<file path="config.mk">
export PLATFORM = sky130hd
export DESIGN_NAME = edge_irq_arbiter
export DESIGN_NICKNAME = d
export VERILOG_FILES = /design/src/rtl/edge_irq_arbiter.sv
export SDC_FILE = /design/constraint.sdc
export NUM_CORES = 1
export LEC_CHECK = 0
export ABC_CLOCK_PERIOD_IN_PS = 1500
export CAP_MARGIN = 20
export CORE_MARGIN = 3
export CORE_UTILIZATION = 46
export DETAILED_ROUTE_END_ITERATION = 6
export HOLD_SLACK_MARGIN = 0.12
export PLACE_DENSITY = 0.79
export SLEW_MARGIN = 20
export SYNTH_ARGS = -nofsm -noshare
export SYNTH_HDL_FRONTEND = slang
export SYNTH_SLANG_ARGS = --single-unit
</file>
<file path="constraint.sdc">
create_clock -name clk -period 1.5 [get_ports clk]
set_input_delay 0.15 -clock clk [delete_from_list [all_inputs] [get_ports clk]]
set_output_delay 0.15 -clock clk [all_outputs]
set_load 0.02 [all_outputs]
</file>
<file path="src/rtl/edge_irq_arbiter.sv">
// Edge-triggered interrupt controller: per-channel synchronizer and edge detect,
// sticky pending/overrun flags, and a round-robin valid/ack grant to one consumer.
module edge_irq_arbiter #(
  parameter int unsigned N   = 4,
  parameter int unsigned IDW = $clog2(N)
) (
  input  logic           clk,
  input  logic           rst_n,
  input  logic [N-1:0]   irq_in,
  input  logic [2*N-1:0] mode_cfg,
  input  logic           clr_all,
  input  logic           irq_ack,
  output logic           irq_valid,
  output logic [IDW-1:0] irq_id,
  output logic [N-1:0]   pending,
  output logic [N-1:0]   overrun
);

  typedef enum logic {ST_IDLE, ST_GRANT} state_t;

  logic [N-1:0]   s0, s1, s2;
  logic [N-1:0]   rise, fall, ev, ack_clr;
  logic [N-1:0]   pending_q, overrun_q;
  logic           ack_fire;
  state_t         state_q, state_d;
  logic           irq_valid_q, irq_valid_d;
  logic [IDW-1:0] irq_id_q, irq_id_d;
  logic [IDW-1:0] last_grant_q, last_grant_d;
  logic [IDW-1:0] sel, cand;
  logic           found;

  // Synchronizer chain; never touched by clr_all
  always_ff @(posedge clk or negedge rst_n) begin
    if (!rst_n) begin
      s0 <= '0;
      s1 <= '0;
      s2 <= '0;
    end else begin
      s0 <= irq_in;
      s1 <= s0;
      s2 <= s1;
    end
  end

  assign rise = s1 & ~s2;
  assign fall = ~s1 & s2;

  for (genvar i = 0; i < N; i++) begin : g_event
    assign ev[i] = (mode_cfg[2*i] & rise[i]) | (mode_cfg[2*i+1] & fall[i]);
  end

  assign ack_fire = irq_valid_q & irq_ack;

  always_comb begin
    ack_clr = '0;
    if (ack_fire) ack_clr[irq_id_q] = 1'b1;
  end

  // A new event on the channel being acked keeps its pending bit and is not an overrun
  always_ff @(posedge clk or negedge rst_n) begin
    if (!rst_n) begin
      pending_q <= '0;
      overrun_q <= '0;
    end else if (clr_all) begin
      pending_q <= '0;
      overrun_q <= '0;
    end else begin
      pending_q <= (pending_q & ~ack_clr) | ev;
      overrun_q <= overrun_q | (ev & pending_q & ~ack_clr);
    end
  end

  // Round-robin pick: first pending bit above last_grant, wrapping
  always_comb begin
    found = 1'b0;
    sel   = last_grant_q;
    cand  = '0;
    for (int unsigned k = 1; k <= N; k++) begin
      cand = IDW'((32'(last_grant_q) + k) % N);
      if (!found && pending_q[cand]) begin
        found = 1'b1;
        sel   = cand;
      end
    end
  end

  always_ff @(posedge clk or negedge rst_n) begin
    if (!rst_n) begin
      state_q      <= ST_IDLE;
      irq_valid_q  <= 1'b0;
      irq_id_q     <= '0;
      last_grant_q <= IDW'(N - 1);
    end else begin
      state_q      <= state_d;
      irq_valid_q  <= irq_valid_d;
      irq_id_q     <= irq_id_d;
      last_grant_q <= last_grant_d;
    end
  end

  always_comb begin
    state_d      = state_q;
    irq_valid_d  = irq_valid_q;
    irq_id_d     = irq_id_q;
    last_grant_d = last_grant_q;
    if (clr_all) begin
      state_d     = ST_IDLE;
      irq_valid_d = 1'b0;
    end else begin
      case (state_q)
        ST_IDLE: begin
          irq_valid_d = 1'b0;
          if (found) begin
            irq_id_d    = sel;
            irq_valid_d = 1'b1;
            state_d     = ST_GRANT;
          end
        end
        ST_GRANT: begin
          if (irq_ack) begin
            last_grant_d = irq_id_q;
            irq_valid_d  = 1'b0;
            state_d      = ST_IDLE;
          end
        end
        default: begin
          state_d     = ST_IDLE;
          irq_valid_d = 1'b0;
        end
      endcase
    end
  end

  assign irq_valid = irq_valid_q;
  assign irq_id    = irq_id_q;
  assign pending   = pending_q;
  assign overrun   = overrun_q;

endmodule

</file>
## After elaboration in Yosys (flattened, before gate mapping)

Cells that the tools add are included.

| word-level totals | value |
|---|---|
| output and inout port bits | 11 |
| register bits after elaboration | 26 |
| memory bits (writable) | 0 |
| memories kept | 0 |
| latch bits | 0 |
| memory bits (read-only) | 0 |

| cells by class | value |
|---|---|
| bitwise gates (word level) | 25 |
| magnitude comparators | 6 |
| divide/modulo/power cells | 0 |
| multiplexer cells | 28 |
| shift-type cells | 0 |
| $mul | 0 |
| $add $sub $neg | 4 |
| reductions and logical operators | 9 |
| equality and inequality tests | 1 |

Operators by type and width:

| cell | number |
|---|---|
| 4-bit AND | 5 |
| 2-bit by 3-bit less-than comparator with 1-bit output, second input constant | 5 |
| 1-bit 2-to-1 mux | 14 |
| 4-bit 2-to-1 mux | 3 |
| 4-bit NOT | 3 |
| 1-bit AND | 9 |
| 1-bit binary-select mux with 2-bit select | 4 |
| 2-bit 2-to-1 mux | 4 |
| 4-bit OR | 2 |
| 3-bit AND reduction | 2 |
| 2-bit by 1-bit adder with 2-bit output, second input constant | 2 |
| 2-bit adder, second input constant | 2 |
| 1-bit logical AND | 4 |
| 1-bit OR | 4 |
| 1-bit case mux with 2 select lines | 2 |
| 1-bit zero test | 3 |
| 3-bit != test, second input constant | 1 |
| 1-bit demux with 2-bit select | 1 |
| 2-bit by 1-bit greater-or-equal comparator with 1-bit output, second input constant | 1 |
| 1-bit NOT | 2 |

## Depth between registers and ports, before layout

| logic depth | value |
|---|---|
| depth in word-level cells | 16 |
| gate-level depth with buffers | 3 |

## Least setup slack after synthesis

Ideal clock, no wire load.

| timing path | value |
|---|---|
| path kind | register to register |
| start | register pending_q[2] (netlist: pending[2]) |
| end | register irq_id_q[0] (netlist: irq_id[0]) |
| data required time | 1374 ps |
| path buffers | 0 |
| stages on the path, launching flop included | 4 |
| arrival | 1321 ps |
| slack | 53 ps |
| cell sequence | dfrtp_1 or4_4 and2_4 o32a_1 |

| between the ends | value |
|---|---|
| longest elaborated chain between the ends | 13 |

Ends and longest elaborated chain:

| element | RTL line | text |
|---|---|---|
| start: declaration | 23 | `logic [N-1:0] pending_q, overrun_q;` |
| start signal: assignment | 68 | `pending_q <= (pending_q & ~ack_clr) \| ev;` |
| 1-bit binary-select mux with 2-bit select | 80 | `if (!found && pending_q[cand]) begin` |
| 1-bit 2-to-1 mux (not written as such) | 80 |  |
| 1-bit 2-to-1 mux | 80 |  |
| 1-bit zero test | 80 |  |
| 1-bit logical AND | 80 |  |
| 1-bit 2-to-1 mux | 80 |  |
| 1-bit zero test | 80 |  |
| 1-bit logical AND | 80 |  |
| 1-bit 2-to-1 mux | 80 |  |
| 1-bit zero test | 80 |  |
| 1-bit logical AND | 80 |  |
| 1-bit 2-to-1 mux | 80 |  |
| 3-bit AND reduction (no source line) | -- |  |
| end signal: assignment | 96 | `irq_id_q <= irq_id_d;` |
| end: declaration | 27 | `logic [IDW-1:0] irq_id_q, irq_id_d;` |

Parallel ways exist; a longest one is shown, timed or not. The select of a mux whose other input is x is not followed.
A chain may end at the register's enable or synchronous reset.

## Worst setup path in the final report

| timing path | value |
|---|---|
| start | register overrun_q[1] (netlist: overrun[1]) |
| end | output port overrun[1] |

RTL lines:

| element | RTL line | text |
|---|---|---|
| start: declaration | 23 |  |
| start signal: assignment | 69 | `overrun_q <= overrun_q \| (ev & pending_q & ~ack_clr);` |
| end: declaration | 16 | `output logic [N-1:0] overrun` |

No word-level cell between the ends.

==> flow_metrics.tcl <==
set metrics [dict create \
    critical_path_class "flip-flop to primary output" \
    count_of_fill_cells_added_during_filler_insertion 171 \
    drt_pre_antenna_iters 4 \
    setup_repair_after_global_routing_missed_its_margin "no" \
    run_status "complete, no violations" \
    multiInputGateArea_um2 344 \
    initialDrtViolationCount 7 \
    setup_tns_ns 0 \
    max_freq_ghz 0.702 \
    viasPerCell 5.32 \
    worstHoldPathType "input pin to async pin" \
    comb_power_share 0.224 \
    antenna_violations_before_repair 0 \
    cp_cell_sequence "clkdlybuf4s50_1" \
    design.die.area_um2 2800 \
    fp-row-count 16 \
    port_buffers 26 \
    clock-root-buffer "sky130_fd_sc_hd__clkbuf_4" \
    holdWs_ns 0.202 \
    power.total_mw 1.59 \
    sum_of_overflow_across_all_layers_after_global_routing 0 \
    synth-seq-cells 26 \
    detail_route.drc_violations 0 \
    chipWidth_um 52.9 \
    synth.top_cells.by_area "sky130_fd_sc_hd__dfrtp_1 59%, sky130_fd_sc_hd__dfstp_2 5.2%, sky130_fd_sc_hd__nand3b_1 5.2%" \
    worst-path-buf-inv 1 \
    endpoint_kind "primary output" \
    number_of_top_level_pins 27 \
    number_of_enable_flip_flop_cells_after_synthesis 0 \
    synth_cell_types 19 \
    growth_of_design_area_from_synthesis_to_finish_pct 35.2 \
    grt_util_all_layers 0.160 \
    timing.final.max_slew_violations 0 \
    synth_fp_nets 102 \
    cts.path.max_buffers 2 \
    synth.top_cells.by_count "24 x sky130_fd_sc_hd__dfrtp_1, 9 x sky130_fd_sc_hd__a21oi_1, 8 x sky130_fd_sc_hd__nand2_1, 8 x sky130_fd_sc_hd__nand2b_1, 7 x sky130_fd_sc_hd__nand3b_1" \
    timing.max_slew.rel_slack 0.758 \
    antenna_cells 0 \
    final-seq-area_um2 653 \
    insertion_delay_to_the_later_sink_of_the_worst_skew_pair_ns 0.30 \
    dr_total_vias 777 \
    chipHeight_um 52.9 \
    largest_net_degree_at_the_start_of_global_routing 27 \
    setup_viol_count_final 0 \
    cap_violations 0 \
    cpMaxStageDelayCell "sky130_fd_sc_hd__clkdlybuf4s50_1" \
    cts_max_level 1 \
    synth_top_area_frac 0.593 \
    syn_area_um2 1010 \
    post-synth-top-area-cell "sky130_fd_sc_hd__dfrtp_1" \
    dpl.hpwl_um 1540 \
    first_global_vias 733 \
    timing.critical_path.slowest_cell_delay_ns 0.60 \
    synth_area_per_cell_um2 11.8 \
    finalClockSkew_ns 0.00338 \
    crit_path_max_fanout 2 \
    switching_part_of_the_total_power 0.294 \
    part_of_the_yosys_area_used_for_sequential_elements 0.645 \
    cp.arrival_ns 1.27 \
    static-leakage-power_nw 0.632 \
    pwr-share-seq 0.569 \
    tritoncts_clock_tree "built" \
    design.final.nets 136 \
    final_period_minus_worst_setup_slack_ns 1.42 \
    switching_power_uw 468 \
    starting_density_of_the_core 0.501 \
    wl_per_cell_um 13.6 \
    core-area_um2 2020 \
    drtAntennaViolNets 0 \
    cpLargestDelayFamily "buffers and inverters" \
    worst_case_vdd_ir_drop_mv 0.677 \
    timing_hold_violations_final 0 \
    worst_slew_pin_slew_ns 0.360 \
    synthesis.instances 86 \
    layout_worst_path_cycle_share 0.949 \
    cts_made_buffers 3 \
    synth_async_sr_flop_share 1.00 \
    critical_path_required_ns 1.35 \
    tritoncts_num_sinks 26 \
    clkSlewWorstSetupHoldPaths_ns 0.12 \
    share_clk_of_total_power 0.207 \
    setup.worst_path.start_class "flip-flop" \
    synth_most_common_cell "sky130_fd_sc_hd__dfrtp_1" \
    internal-power_mw 1.13 \
    global_route_wire_length_before_repair_um 3210 \
    wirelength_um 1990 \
    ys_warn_count 0 \
    fraction_of_layout_instances_using_a_drive_strength_above_1 0.101 \
    gp_routability_congestion 0.863 \
    power-per-cell-area_nw_per_um2 1160 \
    dominantRegCellSynth "sky130_fd_sc_hd__dfrtp_1" \
    post-cts-setup-buffers 0 \
]
per-stage QoR:
stage | setup slack (ns) | std cells | area [um2] | util
2_1_floorplan | 0.0525 | 86 | 1010 | -
3_3_place_gp | 0.164 | 142 | 1330 | 0.659
3_5_place_dp | 0.122 | 142 | 1330 | 0.659
4_1_cts | 0.0107 | 146 | 1360 | 0.673
5_1_grt | 0.00814 | 146 | 1370 | 0.677
6_report | 0.0759 | 146 | 1370 | 0.677
repair_timing:
action | CTS | global route
hold buffers | 0 | 0
endpoints found under the hold margin | 0 | 0
resized for setup | 6 | 3
endpoints found under the setup margin | 6 | 3
logic make-up after synthesis:
kind of cell,Yosys count,synth area share
AO/OA/AOI/OAI,27,0.168
buffers and inverters,4,0.0148
flip-flops,26,0.645
AND/OR/NAND/NOR,29,0.172
routing by layer:
metal  track usage  vias up  routed length (um)
li1              -      378                   -
met2         0.287       20                1040
met1         0.184      377                 826
met5             0        -                   0
met4        0.0511        0                  12
met3        0.0394        2                 110
power by group through the flow:
stage	Clock (mW)	Combinational, mW	Sequential [mW]
5_1_grt	0.380	0.391	0.921
3_5_place_dp	0	0.383	0.922
3_3_place_gp	0	0.369	0.911
6_report	0.330	0.357	0.907
4_1_cts	0.351	0.363	0.907
2_1_floorplan	0	0.150	0.942
layout make-up:
type / instances / share of cell area
inverter: 3 / 0.00823
tap: 27 / 0.0247
clock buffer: 4 / 0.0265
timing repair buffer: 30 / 0.212
sequential: 26 / 0.477
multi-input combinational: 56 / 0.251
path summary, 6_finish.rpt:
kind | startpoint | to | slack (ns) | cells after the start
worst min register to register | s0[2]$_DFF_PN0_ | s1[2]$_DFF_PN0_ | 0.37 | 0
max in group asynchronous | rst_n | last_grant_q[1]$_DFFE_PN1P_ | 1.01 | 2
worst min-delay path | rst_n | irq_id[1]$_DFFE_PN0P_ | 0.20 | 2
min in group clk | irq_in[2] | s0[2]$_DFF_PN0_ | 0.27 | 1
worst max-delay path | overrun[1]$_DFF_PN0_ | overrun[1] | 0.08 | 1
worst max register to register | pending[0]$_DFF_PN0_ | irq_id[0]$_DFFE_PN0P_ | 0.10 | 3
flip-flops by register name (all words and copies together) (netlist names):
signal        cells
last_grant_q      2
s0                4
state_q           1
pending           4
irq_id            2
overrun           4
s2                4
s1                4
irq_valid         1
cell usage in the layout, fill, tap and decap left out, drive strengths merged:
master	netlist	layout
or2b	1	1
a21oi	9	9
clkdlybuf4s50	0	17
dlygate4sd2	0	6
nand3	2	2
buf	0	4
o31ai	6	6
o221ai	1	1
dlymetal6s2s	0	3
or4	1	1
nand3b	7	7
inv	3	3
and2	1	1
clkbuf	1	4
nand2	8	8
nand2b	8	8
o22ai	1	1
dfrtp	24	24
nor2	1	1
o21a	4	4
o21ai	5	5
o32a	1	1
dfstp	2	2
Power figures use the tool's default switching activity.
